### src/rtl/tetris_pkg.sv
`default_nettype none
// ============================================================================
//  Module      : tetris_pkg
//  Description : Shared board geometry, piece/rotation encodings, the
//                board_keeper state enum and the piece_mask() helper that
//                maps (type, anchor, rotation) to a 32-bit cell mask.
//                Cell index = row*4 + col; row 0 is the top of the board.
//  Revision    : 1.0  initial release
// ============================================================================
package tetris_pkg;

    localparam int          COLS      = 4;
    localparam int          ROWS      = 8;
    localparam int          BOARD_W   = 32;
    localparam logic [4:0]  SPAWN_LOC = 5'd5;

    typedef enum logic [1:0] {
        PIECE_DOT    = 2'b00,
        PIECE_BAR2   = 2'b01,
        PIECE_SQUARE = 2'b10,
        PIECE_ELL    = 2'b11
    } piece_t;

    typedef enum logic [1:0] {
        ROT_0   = 2'b00,
        ROT_90  = 2'b01,
        ROT_180 = 2'b10,
        ROT_270 = 2'b11
    } rot_t;

    typedef enum logic [1:0] {
        ST_PLAY  = 2'b00,
        ST_SCAN  = 2'b01,
        ST_SPAWN = 2'b10,
        ST_OVER  = 2'b11
    } state_t;

    // Every piece is a prefix of the cell list (0,0) (-1,0) (0,+1) (-1,+1)
    // given as (row, col) offsets from the anchor: dot takes 1 cell, bar 2,
    // ell 3, square 4. Each rotation step maps (dr, dc) -> (dc, -dr).
    // Cells that fall off the board are dropped.
    function automatic logic [BOARD_W-1:0] piece_mask(
        input logic [1:0] ptype,
        input logic [4:0] loc,
        input logic [1:0] rot
    );
        logic [BOARD_W-1:0] m;
        int n;
        int r;
        int c;
        int t;
        int rr;
        int cc;
        m = '0;
        case (ptype)
            2'b00:   n = 1;
            2'b01:   n = 2;
            2'b11:   n = 3;
            default: n = 4;
        endcase
        for (int i = 0; i < 4; i++) begin
            if (i < n) begin
                r = -(i % 2);
                c = i / 2;
                for (int k = 0; k < 3; k++) begin
                    if (k < int'(rot)) begin
                        t = r;
                        r = c;
                        c = -t;
                    end
                end
                rr = int'(loc[4:2]) + r;
                cc = int'(loc[1:0]) + c;
                if (rr >= 0 && rr < ROWS && cc >= 0 && cc < COLS) begin
                    m = m | (BOARD_W'(1) << (rr * COLS + cc));
                end
            end
        end
        return m;
    endfunction

endpackage
`default_nettype wire

### src/rtl/piece_lfsr.sv
`default_nettype none
// ============================================================================
//  Module      : piece_lfsr
//  Description : 8-bit Fibonacci LFSR, x^8+x^6+x^5+x^4+1, free-running
//                (advances on every clock edge out of reset).
//  Ports       : clka       in   clock
//                restart_n  in   asynchronous active-low reset
//                lfsr_state out  8-bit current state
//  Revision    : 1.0  initial release
// ============================================================================
module piece_lfsr #(
    parameter logic [7:0] SEED = 8'hA5
) (
    input  logic       clka,
    input  logic       restart_n,
    output logic [7:0] lfsr_state
);

    // An all-zero state would lock up the LFSR.
    localparam logic [7:0] C_RESET_VAL = (SEED == 8'h00) ? 8'h01 : SEED;

    logic [7:0] lfsr_q;
    logic [7:0] lfsr_d;

    always_comb begin
        lfsr_d = {lfsr_q[6:0], lfsr_q[7] ^ lfsr_q[5] ^ lfsr_q[4] ^ lfsr_q[3]};
    end

    always_ff @(posedge clka or negedge restart_n) begin
        if (!restart_n) begin
            lfsr_q <= C_RESET_VAL;
        end else begin
            lfsr_q <= lfsr_d;
        end
    end

    assign lfsr_state = lfsr_q;

endmodule
`default_nettype wire

### src/rtl/board_keeper.sv
`default_nettype none
// ============================================================================
//  Module      : board_keeper
//  Description : Registers move_piece results back into the curr_* game
//                state. On lock it scans rows bottom-up clearing full rows,
//                counts them, then spawns the next pseudo-random piece.
//  Ports       : clka, restart_n (async active-low)
//                step_valid, new_board_state, new_location, new_rotation,
//                touched                         - from move_piece
//                curr_board_state, curr_piece_location, curr_piece_rotation,
//                curr_piece_type                 - to move_piece
//                busy, lines_cleared, game_over  - status
//  Revision    : 1.0  initial release
// ============================================================================
module board_keeper
    import tetris_pkg::*;
#(
    parameter logic [7:0] LFSR_SEED = 8'hA5,
    parameter int         SCORE_W   = 8
) (
    input  logic               clka,
    input  logic               restart_n,
    input  logic               step_valid,
    input  logic [31:0]        new_board_state,
    input  logic [4:0]         new_location,
    input  logic [1:0]         new_rotation,
    input  logic               touched,
    output logic [31:0]        curr_board_state,
    output logic [4:0]         curr_piece_location,
    output logic [1:0]         curr_piece_rotation,
    output logic [1:0]         curr_piece_type,
    output logic               busy,
    output logic [SCORE_W-1:0] lines_cleared,
    output logic               game_over
);

    logic [7:0] lfsr_state;
    logic       lfsr_unused_bits;

    piece_lfsr #(
        .SEED       (LFSR_SEED)
    ) u_piece_lfsr (
        .clka       (clka),
        .restart_n  (restart_n),
        .lfsr_state (lfsr_state)
    );

    // Only the two low bits select the piece type.
    assign lfsr_unused_bits = &{1'b0, lfsr_state[7:2]};

    state_t               state_q,  state_d;
    logic [BOARD_W-1:0]   board_q,  board_d;
    logic [4:0]           loc_q,    loc_d;
    logic [1:0]           rot_q,    rot_d;
    logic [1:0]           type_q,   type_d;
    logic [2:0]           row_q,    row_d;
    logic [SCORE_W-1:0]   lines_q,  lines_d;
    logic                 over_q,   over_d;
    logic                 busy_q,   busy_d;

    logic                 row_full;
    logic [BOARD_W-1:0]   cleared_board;
    logic [BOARD_W-1:0]   spawn_mask;

    assign row_full   = &board_q[{row_q, 2'b00} +: 4];
    assign spawn_mask = piece_mask(lfsr_state[1:0], SPAWN_LOC, 2'b00);

    // Drop row row_q: rows above it slide down one, row 0 becomes empty,
    // rows below it are untouched.
    always_comb begin
        cleared_board = '0;
        for (int i = 0; i < ROWS; i++) begin
            if (i > int'(row_q)) begin
                cleared_board[i*COLS +: COLS] = board_q[i*COLS +: COLS];
            end else if (i > 0) begin
                cleared_board[i*COLS +: COLS] = board_q[(i-1)*COLS +: COLS];
            end
        end
    end

    always_comb begin
        state_d = state_q;
        board_d = board_q;
        loc_d   = loc_q;
        rot_d   = rot_q;
        type_d  = type_q;
        row_d   = row_q;
        lines_d = lines_q;
        over_d  = over_q;
        case (state_q)
            ST_PLAY: begin
                if (step_valid) begin
                    board_d = new_board_state;
                    loc_d   = new_location;
                    rot_d   = new_rotation;
                    if (touched) begin
                        state_d = ST_SCAN;
                        row_d   = 3'd7;
                    end
                end
            end
            ST_SCAN: begin
                if (row_full) begin
                    // Row pointer stays put: the row that slid in is rechecked.
                    board_d = cleared_board;
                    if (lines_q != {SCORE_W{1'b1}}) begin
                        lines_d = lines_q + 1'b1;
                    end
                end else if (row_q != 3'd0) begin
                    row_d = row_q - 3'd1;
                end else begin
                    state_d = ST_SPAWN;
                end
            end
            ST_SPAWN: begin
                if (|(board_q & spawn_mask)) begin
                    state_d = ST_OVER;
                    over_d  = 1'b1;
                end else begin
                    board_d = board_q | spawn_mask;
                    loc_d   = SPAWN_LOC;
                    rot_d   = 2'b00;
                    type_d  = lfsr_state[1:0];
                    state_d = ST_PLAY;
                end
            end
            default: begin
                // ST_OVER: everything holds until restart_n.
            end
        endcase
        busy_d = (state_d != ST_PLAY);
    end

    always_ff @(posedge clka or negedge restart_n) begin
        if (!restart_n) begin
            state_q <= ST_SPAWN;
            board_q <= '0;
            loc_q   <= SPAWN_LOC;
            rot_q   <= 2'b00;
            type_q  <= 2'b00;
            row_q   <= 3'd7;
            lines_q <= '0;
            over_q  <= 1'b0;
            busy_q  <= 1'b1;
        end else begin
            state_q <= state_d;
            board_q <= board_d;
            loc_q   <= loc_d;
            rot_q   <= rot_d;
            type_q  <= type_d;
            row_q   <= row_d;
            lines_q <= lines_d;
            over_q  <= over_d;
            busy_q  <= busy_d;
        end
    end

    assign curr_board_state    = board_q;
    assign curr_piece_location = loc_q;
    assign curr_piece_rotation = rot_q;
    assign curr_piece_type     = type_q;
    assign busy                = busy_q;
    assign lines_cleared       = lines_q;
    assign game_over           = over_q;

endmodule
`default_nettype wire

### config.mk
export PLATFORM = sky130hd
export DESIGN_NAME = board_keeper
export DESIGN_NICKNAME = d
export VERILOG_FILES = /design/src/rtl/tetris_pkg.sv /design/src/rtl/piece_lfsr.sv /design/src/rtl/board_keeper.sv
export SDC_FILE = /design/constraint.sdc
export NUM_CORES = 1
export LEC_CHECK = 0
export CAP_MARGIN = 10
export CORE_ASPECT_RATIO = 1.25
export CORE_MARGIN = 2
export CORE_UTILIZATION = 47
export DETAILED_ROUTE_END_ITERATION = 10
export PLACE_DENSITY = 0.77
export SKIP_CTS_REPAIR_TIMING = 1
export SYNTH_ARGS = -nofsm -noshare
export SYNTH_HDL_FRONTEND = slang
export SYNTH_SLANG_ARGS = --single-unit
### constraint.sdc
create_clock -name clka -period 4.7 [get_ports clka]
set_input_delay 0.47 -clock clka [delete_from_list [all_inputs] [get_ports clka]]
set_output_delay 0.47 -clock clka [all_outputs]
set_load 0.02 [all_outputs]
==> flow_metrics.py <==
metrics = {
    "clock_network": {
        "clk_pin_slew_worst_paths_ns": 0.07,
        "cts_buffer_depth": 2,
        "cts-root-buf": "clkbuf_8",
        "cts.sinks": 64,
        "cts_tree": "done",
        "cts_buffers": 9,
        "clock_latency_ns": 0.36,
        "htreeDepth": 3,
    },
    "global_routing": {
        "overflow": 0,
        "track_usage_pct": 21.3,
        "grt_pass1_wl_mm": 14.6,
        "grt_max_degree": 65,
        "first_global_vias": 3082,
        "antenna_found_initial": 0,
    },
    "layout": {
        "final_cell_area_sq_um": 4780,
        "drive_gt1_share_pct": 12.6,
        "areaGrowthSynthToFinish_pct": 30.8,
        "n_antenna_cell": 0,
        "fillers": 630,
        "final_nets": 512,
        "fin_cells": 551,
    },
    "synth": {
        "syn_nets": 424,
        "yosysWarnings": 0,
        "avgSynthCellArea_sq_um": 9.98,
        "async_flop_share_pct": 100,
        "yosysUniqueCellTypes": 66,
        "syn_inst": 366,
        "synth_top_flop_cell": "dfrtp_1",
        "seq_area_frac_synth_pct": 44.2,
        "ys_ff_latch": 64,
        "syn_area_sq_um": 3650,
        "synth_edf_count": 0,
    },
    "sta": {
        "period_share_pct": 63.1,
        "rsz0062_at_grt": "no",
        "worst_pin_slew_ns": 0.958,
        "slew_headroom_pct": 36.1,
        "holdWs_ns": 0.286,
        "fin_worst_skew_ns": 0.0116,
        "final.min_clock_period_ns": 2.97,
        "drv_slew": 0,
        "setup_viol": 0,
        "max_freq_mhz": 337,
        "hold_viol_final": 0,
        "fin_setup_tns_ns": 0,
    },
    "route": {
        "wire_per_inst_microns": 15.7,
        "antenna_left": 0,
        "drt-met1-wl_mm": 3.71,
        "wirelength_mm": 8.66,
        "drt_first_iter_violations": 183,
        "vias": 3041,
        "drc": 0,
        "drtPass1Iterations": 4,
        "dr_wl_met3_microns": 476,
        "top_layer_used": "met4",
        "met2WireLength_mm": 4.34,
        "routed_via_density": 5.52,
    },
    "power": {
        "swShare_pct": 21.7,
        "power_leakage_uw": 0.00205,
        "comb_power_share_pct": 6.4,
        "clkPwrFrac_pct": 42.5,
        "switchingPower_uw": 236,
        "p_seq_share_pct": 51.1,
        "vdd_drop_max_v": 0.000160,
        "intPower_uw": 851,
        "power_density_nw_per_um2": 228,
    },
    "setup_path": {
        "worst-path-max-fanout": 19,
        "cp_cell_sequence": "inv_1 -> ha_1 -> a21o_1 -> or2_1 -> nor3_4 -> a21boi_2 -> mux2_1",
        "critPathCaptureType": "register",
        "path_class": "reg2reg",
        "critPathLaunchType": "register",
        "cp_data_arrival_time_ns": 3.20,
        "crit_required_ns": 4.93,
        "crit_path_top_delay_cell": "nor3_4",
        "critPathMaxStageDelay_ns": 0.60,
    },
    "die": {
        "ios": 94,
        "die_area_sq_um": 8490,
        "die_height_microns": 103,
        "start_util_pct": 49.0,
        "rows": 35,
        "floorplan.core_area_sq_um": 7440,
        "die_w_microns": 82.8,
    },
    "run_status": {
        "status": "finished clean",
    },
    "min_path": {
        "min_path_type": "in2async",
    },
    "placement": {
        "dp_hpwl_mm": 6.31,
        "placed_area_sq_um": 4590,
        "numPortBuffers": 93,
        "placed_cells": 535,
        "routabilityCongestion": 0.858,
    },
    "job": {
        "maxCapViolations": 0,
    },
}
[layout by cell type (no fill, tap or decap), types with 9 or more instances in the layout]
cell type / n
a31oi_1: 9
a21oi_1: 29
clkbuf_8: 10
inv_1: 33
o21ai_0: 30
nor2b_1: 12
dfrtp_1: 53
dfstp_2: 11
nor2_1: 15
nand2_1: 33
clkdlybuf4s50_1: 92
ha_1: 15
mux2_2: 14
[routing by layer]
layer	vias to the layer above	track usage (%)
met4	0	8.45
li1	1465	-
met5	-	0
met1	1470	25.4
met2	96	37.2
met3	10	5.52
[worst paths after layout]
kind / start / slack (ns) / depth (start not counted) / to
setup / recovery: state_q[1]$_DFF_PN1_ / 1.73 / 7 / curr_board_state[28]$_DFFE_PN0P_
hold / removal: restart_n / 0.29 / 2 / curr_board_state[25]$_DFFE_PN0P_
setup reg to reg: state_q[1]$_DFF_PN1_ / 1.73 / 7 / curr_board_state[28]$_DFFE_PN0P_
hold reg to reg: u_piece_lfsr.lfsr_state[6]$_DFF_PN0_ / 0.36 / 0 / u_piece_lfsr.lfsr_state[7]$_DFF_PN1_
max in group asynchronous: restart_n / 3.90 / 2 / curr_board_state[2]$_DFFE_PN0P_
min in group clka: u_piece_lfsr.lfsr_state[6]$_DFF_PN0_ / 0.36 / 0 / u_piece_lfsr.lfsr_state[7]$_DFF_PN1_
[cells by family after synthesis]
family          Yosys count  share of synthesized area (%)
fa+ha+maj                15                           5.14
buf+inv                  52                           6.79
mux                      27                           8.16
compound gates          104                           18.9
xor+xnor                  9                           2.16
simple gates             95                           14.6
flops                    64                           44.2
[layout make-up]
cell class                 count  area (sq um)  area share (%)
clock inverter                 4          45.0           0.943
tap                           92           115            2.41
timing repair buffer          95           941            19.7
multi-input combinational    250          1790            37.4
clock buffer                  12           145            3.04
inverter                      34           128            2.67
sequential                    64          1620            33.8
[power groups by stage]
stage	logic, uW	registers [uW]	clock network [uW]
2_1_floorplan	14.4	567	0
3_3_place_gp	69.1	566	0
3_5_place_dp	69.9	565	0
4_1_cts	70.5	556	474
5_1_grt	77.0	556	492
6_report	69.3	556	463
[state kept, by name, summed over array words and instances (netlist names)]
signal	flops
state_q	2
curr_piece_type	2
curr_piece_location	5
u_piece_lfsr.lfsr_state	8
lines_cleared	8
game_over	1
curr_board_state	32
busy	1
row_q	3
curr_piece_rotation	2
[worst max-delay path: cells and delay by family, from the launching register on]
family	cells	cell delay (ns)
adders and majority gates	1	0.30
buffers and inverters	1	0.08
and+or+nand+nor	2	0.92
DFF	1	0.55
muxes	1	0.35
AOI/OAI and AO/OA	2	0.65
[per-stage QoR]
step	total power, uW	utilization [%]	setup slack (ns)
after global routing	1120	64.2	1.54
after CTS	1100	64.2	1.73
after global placement	635	61.6	1.75
final	1090	64.2	1.73
after floorplan	582	-	2.20
after detailed placement	635	61.6	1.67
[cells in the mapped netlist, drive strengths merged, types with 7 or more instances]
cell,count,share of area (%)
dfrtp,53,36
inv,33,3.4
nand2,33,3.4
o21ai,32,4.5
a21oi,30,4.2
mux2,22,6.8
ha,15,5.1
nor2,15,1.5
clkbuf,12,1.8
nor2b,12,2.1
dfstp,11,7.9
a31oi,9,1.5
xnor2,7,1.7
Power figures use the tool's default switching activity.
==> RTL change 1, RTL diff (same settings) <==
Add an input register stage for `step_valid`, `new_board_state`, `new_location`, `new_rotation` and `touched`, with the module's reset; this delays them by one clock.
--- a/src/rtl/board_keeper.sv
+++ b/src/rtl/board_keeper.sv
@@ -34,4 +34,26 @@
     output logic               game_over
 );
+
+    logic step_valid_q;
+    logic [31:0] new_board_state_q;
+    logic [4:0] new_location_q;
+    logic [1:0] new_rotation_q;
+    logic touched_q;
+
+    always_ff @(posedge clka or negedge restart_n) begin
+        if (!restart_n) begin
+            step_valid_q      <= '0;
+            new_board_state_q <= '0;
+            new_location_q    <= '0;
+            new_rotation_q    <= '0;
+            touched_q         <= '0;
+        end else begin
+            step_valid_q      <= step_valid;
+            new_board_state_q <= new_board_state;
+            new_location_q    <= new_location;
+            new_rotation_q    <= new_rotation;
+            touched_q         <= touched;
+        end
+    end
 
     logic [7:0] lfsr_state;
@@ -90,9 +112,9 @@
         case (state_q)
             ST_PLAY: begin
-                if (step_valid) begin
-                    board_d = new_board_state;
-                    loc_d   = new_location;
-                    rot_d   = new_rotation;
-                    if (touched) begin
+                if (step_valid_q) begin
+                    board_d = new_board_state_q;
+                    loc_d   = new_location_q;
+                    rot_d   = new_rotation_q;
+                    if (touched_q) begin
                         state_d = ST_SCAN;
                         row_d   = 3'd7;
Behaviour: not the same (Yosys sat finds a counterexample within 4 cycles, from zero or initial values).
==> RTL change 1 against the original RTL <==
Non-clock buffer count is 1 higher. Synthesized area is 24% higher. Sequential cell count up 41. Design area up 23%. Wire length grew 14%. Worst setup slack lost 0.11 ns.
Power is not compared: it rests on default switching activity, and its combinational part moved more than twofold at a synthesized area within 25%.
==> RTL change 1: results (changes against the original RTL) <==
Outcome
  • Outcome: finished clean

STA
  • Final Setup Violations: 0 (unchanged)
  • Final hold vios: 0 (unchanged)
  • Slew @ Worst Pin: 1.07 ns (+0.112 ns)
  • Fin Clk Skew: 0.00714 ns (-0.00450 ns)

Cells and area
  • Fillers: 775 (+23%)
  • ANT cells: 0 (unchanged)
  • Share of post-route cells with drive strength above 1: 10.3% (-2.3 points)
  • Fin cells: 631 (+15%)
  • Footprint of the multi-input gates: 1710 sq um (-4.6%)
  • NumNets Final: 554 (+8.2%)

Placement
  • DPL Wire Length: 6.98 mm (+11%)
  • I/O Buffers: 93 (unchanged)
  • Dpl cells: 615 (+15%)
  • Placer Congestion: 0.869 (+1.2%)

CTS
  • H-tree depth: 3 (unchanged)
  • Cts bufs inserted: 9 (unchanged)
  • Reg clk slew, reported paths: 0.07 ns (about the same)
  • Clk root buf: clkbuf_16
  • Worst-Skew Late Latency: 0.35 ns
  • Longest Clk Path Bufs: 2 (unchanged)

Routing
  • Iter 0 DRT Violations: 208 (+14%)
  • Post-route antenna net violation count: 0 (unchanged)
  • Via Count: 3385 (+11%)
  • Avg WL per Cell: 15.7 um (-0.24%)
  • DRT Pass-1 Iters: 5 (+1)

Yosys
  • Seq/Total Area, Yosys: 58.4% (+14 points)
  • Most frequent cells after synthesis: 94 x dfrtp_1, 42 x a21oi_1, 29 x nand2_1
  • Netlist cell types: 45 (-32%)
  • Syn Nets: 465 (+9.7%)
  • Syn_area_per_cell: 11.0 sq um (+10%)
  • Yosys synthesis warning count: 0 (unchanged)
  • Fraction of registers with async set/reset: 100% (unchanged)
  • Synth top area cells: dfrtp_1 52%, dfstp_2 6.4%, a21oi_1 4.6%, ha_1 3.0%, nor2b_1 2.9%

Hold path
  • Hold WC Path Type: input pin to async pin

Global route
  • Met3 usage: 2.64% (-2.9 points)
  • First-pass GRT wire length: 16.6 mm (+13%)
  • Initial antenna violation count: 0 (unchanged)
  • Pin count of the biggest net entering global routing: 65 (unchanged)
  • Total GRT Usage: 20.1% (-1.2 points)
  • Met1 usage: 26.1% (+0.63 points)
  • Met2 Use GR: 34.1% (-3.0 points)
  • Number of global-route vias before repair: 3345 (+8.5%)

Power and ir drop
  • Worst VDD drop: approximately 320 uV
  • Switching share of power: 38.8%
  • Static leakage: roughly 2.6 nW

Worst setup path
  • Critical-path top delay cell: dfstp_2
  • CP max stage delay: 0.67 ns (+0.07 ns)
  • Max FO, Critical Path: 13 (-6)
  • Crit path DAT: 3.30 ns (+0.10 ns)
-- RTL change 1: metrics by stage --
step / area, sq um / setup slack, ns
2_1_floorplan: 4520 / 1.97
3_3_place_gp: 5560 / 1.67
3_5_place_dp: 5560 / 1.66
4_1_cts: 5870 / 1.64
5_1_grt: 5870 / 1.51
6_report: 5870 / 1.63
-- RTL change 1: path summary, 6_finish.rpt --
check	from	end	slack, ns	cells past startpoint
setup / recovery	row_q[1]	curr_board_state[10]	1.63	6
hold / removal	restart_n	new_location_q[2]	0.11	1
setup reg to reg	row_q[1]	curr_board_state[10]	1.63	6
hold reg to reg	u_piece_lfsr.lfsr_state[6]	u_piece_lfsr.lfsr_state[7]	0.37	0
max in group asynchronous	restart_n	new_board_state_q[3]	3.42	2
min in group clka	u_piece_lfsr.lfsr_state[6]	u_piece_lfsr.lfsr_state[7]	0.37	0
-- RTL change 1: critical path, delay by kind of cell, from the launching register on --
| kind | cells | cell delay [ns] |
|---|---|---|
| muxes | 2 | 0.77 |
| buffers and inverters | 1 | 0.11 |
| and+or+nand+nor | 1 | 0.64 |
| AOI/OAI and AO/OA | 2 | 0.77 |
| DFF | 1 | 0.67 |
-- RTL change 1: kinds of logic (layout without fill, tap and decap cells) --
kind of cell	after synthesis	in the layout	synth area share, %
AO/OA/AOI/OAI	105	105	14.0
XOR/XNOR	10	10	1.94
adder cells (fa/ha/maj)	11	11	3.04
buffers and inverters	46	140	3.93
flip-flops	105	105	58.4
multiplexers	19	19	5.23
AND/OR/NAND/NOR	115	115	13.4
-- RTL change 1: power groups by stage --
stage	clock (mW)	sequential, mW	combinational (mW)
detailed placement	0	1.40	1.66
floorplan	0	1.56	0.831
global placement	0	1.39	1.62
finish	0.757	1.39	1.66
CTS	0.773	1.38	1.67
global route	0.810	1.42	1.81
-- RTL change 1: layer usage --
metal / up-vias / wire, um
li1: 1608 / -
met2: 99 / 5050
met5: - / 0
met4: 0 / 199
met1: 1664 / 4330
met3: 14 / 312
-- RTL change 1: layout make-up --
cell class	count	share of cell area [%]
inverters	28	1.79
flip-flops and latches	105	45.0
well taps	126	2.69
repair buffers	96	16.2
clock inverters	7	1.37
clock buffers	9	3.84
multi-input cells	260	29.1
==> RTL change 2, RTL diff (same flow settings) <==
Without the edit above. Change the parameter `SCORE_W` from 8 to 9.
--- a/src/rtl/board_keeper.sv
+++ b/src/rtl/board_keeper.sv
@@ -17,5 +17,5 @@
 #(
     parameter logic [7:0] LFSR_SEED = 8'hA5,
-    parameter int         SCORE_W   = 8
+    parameter int         SCORE_W   = 9
 ) (
     input  logic               clka,
Interface: changed (resized lines_cleared); port bits go from 94 to 95. No check against the original RTL was run, so the function may have changed too.
==> RTL change 2 against the original RTL <==
Synthesized area grew 7.2%. Sequential cell count grew 1. Sequential share of layout area shrank 1.4 points. Global-route usage shrank 0.11 points. Total power grew 1.3%. Design area grew 6.1%. Cell count grew 4.4%. Wire length grew 7.7%. Worst setup slack lost 0.19 ns. Critical endpoint is now curr_board_state[24].
==> RTL change 2: results (changes against the original RTL) <==
Yosys
  • Compound-Gate Fraction of Synth Area: 13.1% (-5.8 points)
  • Syn Inst Count: 384 (+4.9%)
  • Adder-Cell Fraction of Synth Area: 5.11% (-0.027 points)
  • Post-synthesis register bit count: 65 (+1.6%)
  • Seq/Total Area, Yosys: 41.9% (-2.3 points)
  • Most frequent cells after synthesis: 54 x dfrtp_1, 45 x nand2_1, 43 x inv_1
  • Netlist cell types: 52 (-21%)
  • Synth top area cells: dfrtp_1 35%, mux2_4 9.2%, dfstp_2 7.4%, ha_1 5.1%, o21ai_0 5.0%
  • Mux cell area share after synthesis: 12.5% (+4.4 points)
  • Syn Nets: 443 (+4.5%)

Cells and area
  • NumNets Final: 532 (+3.9%)
  • Multi-input gates: 257 (+2.8%)
  • Signal buf overhead: 18.9% (-0.78 points)
  • Share of post-route cells with drive strength above 1: 15.7% (+3.1 points)
  • Fin util: 62.2% (-2.0 points)
  • Clk cell area share: 3.93% (-0.055 points)
  • Fin cells: 575 (+4.4%)
  • Area Growth Syn to Fin: 29.4%
  • Footprint of the multi-input gates: 1990 sq um (+11%)
  • Reg area: 1640 sq um (+1.5%)
  • Clock buffer cells: 13 (+1)
  • Fraction of area in multi-input gates: 39.2% (+1.8 points)
  • Inverters: 43 (+26%)

Global route
  • Met1 usage: 26.4% (+0.94 points)
  • First-pass GRT wire length: 15.5 mm (+5.7%)
  • Pin count of the biggest net entering global routing: 66 (+1.5%)
  • Total GRT Usage: 21.2% (-0.11 points)

Routing
  • Metal3 WL: 638 um (+34%)
  • Iter 0 DRT Violations: 139 (-24%)
  • Avg WL per Cell: 16.2 um (+3.2%)
  • Met2 WL: 4.62 mm (+6.4%)
  • Vias per cell: 5.45 (-1.3%)
  • WL met1: 3.90 mm (+5.2%)

Power and ir drop
  • Switching share of power: 21.2% (-0.56 points)
  • Worst VDD drop: 146 uV (-8.7%)
  • Seq pwr share: 50.8% (-0.3 points)
  • Power Combinational: 60.0 uW (-13%)
  • Static leakage: 2.30 nW (+12%)

STA
  • Slew @ Worst Pin: 1.20 ns (+0.240 ns)
  • Fin Clk Skew: 0.0101 ns (-0.00151 ns)

Worst setup path
  • Worst reg2reg setup slack: 1.54 ns (-0.19 ns)
  • Worst reg2reg endpoint: curr_board_state[24]
  • Max FO, Critical Path: 8 (-11)
  • Crit path DAT: 3.38 ns (+0.18 ns)
  • R2R depth: 6 (-1)

Placement
  • Placer Congestion: 0.849 (-1.1%)
  • DPL Wire Length: 6.76 mm (+7.1%)
  • Placed cell areas: 4870 sq um (+6.1%)

Outcome
  • Outcome: finished clean

CTS
  • Worst-Skew Late Latency: 0.34 ns (-0.02 ns)
[RTL change 2: changes by cell type in the layout (fill, tap and decap cells not counted), moves of 5 or more]
| cell | delta |
|---|---|
| a31oi_1 | -5 |
| nor2b_1 | -5 |
| a21oi_1 | -20 |
| nand2_1 | +12 |
| o21ai_0 | +9 |
| o31ai_1 | -5 |
| mux2_1 | -8 |
| mux2_4 | +24 |
| nand3_4 | +5 |
| mux2_2 | -6 |
| inv_1 | +10 |
| nand3b_1 | +7 |
[RTL change 2: how the worst max path moves through the flow]
stage                                       to  slack, ns
after floorplan            curr_board_state[5]       2.42
after global placement    curr_board_state[27]       1.54
after detailed placement  curr_board_state[25]       1.43
after CTS                 curr_board_state[27]       1.55
after global routing      curr_board_state[25]       1.37
final                     curr_board_state[24]       1.54
[RTL change 2: critical path, cell delays in order, from the launching register on]
cell and delay (ns):
dfstp_2 0.56, inv_1 0.09, ha_1 0.27, a21oi_2 0.37, nor2b_1 0.99, nand3_1 0.38
mux2_2 0.37
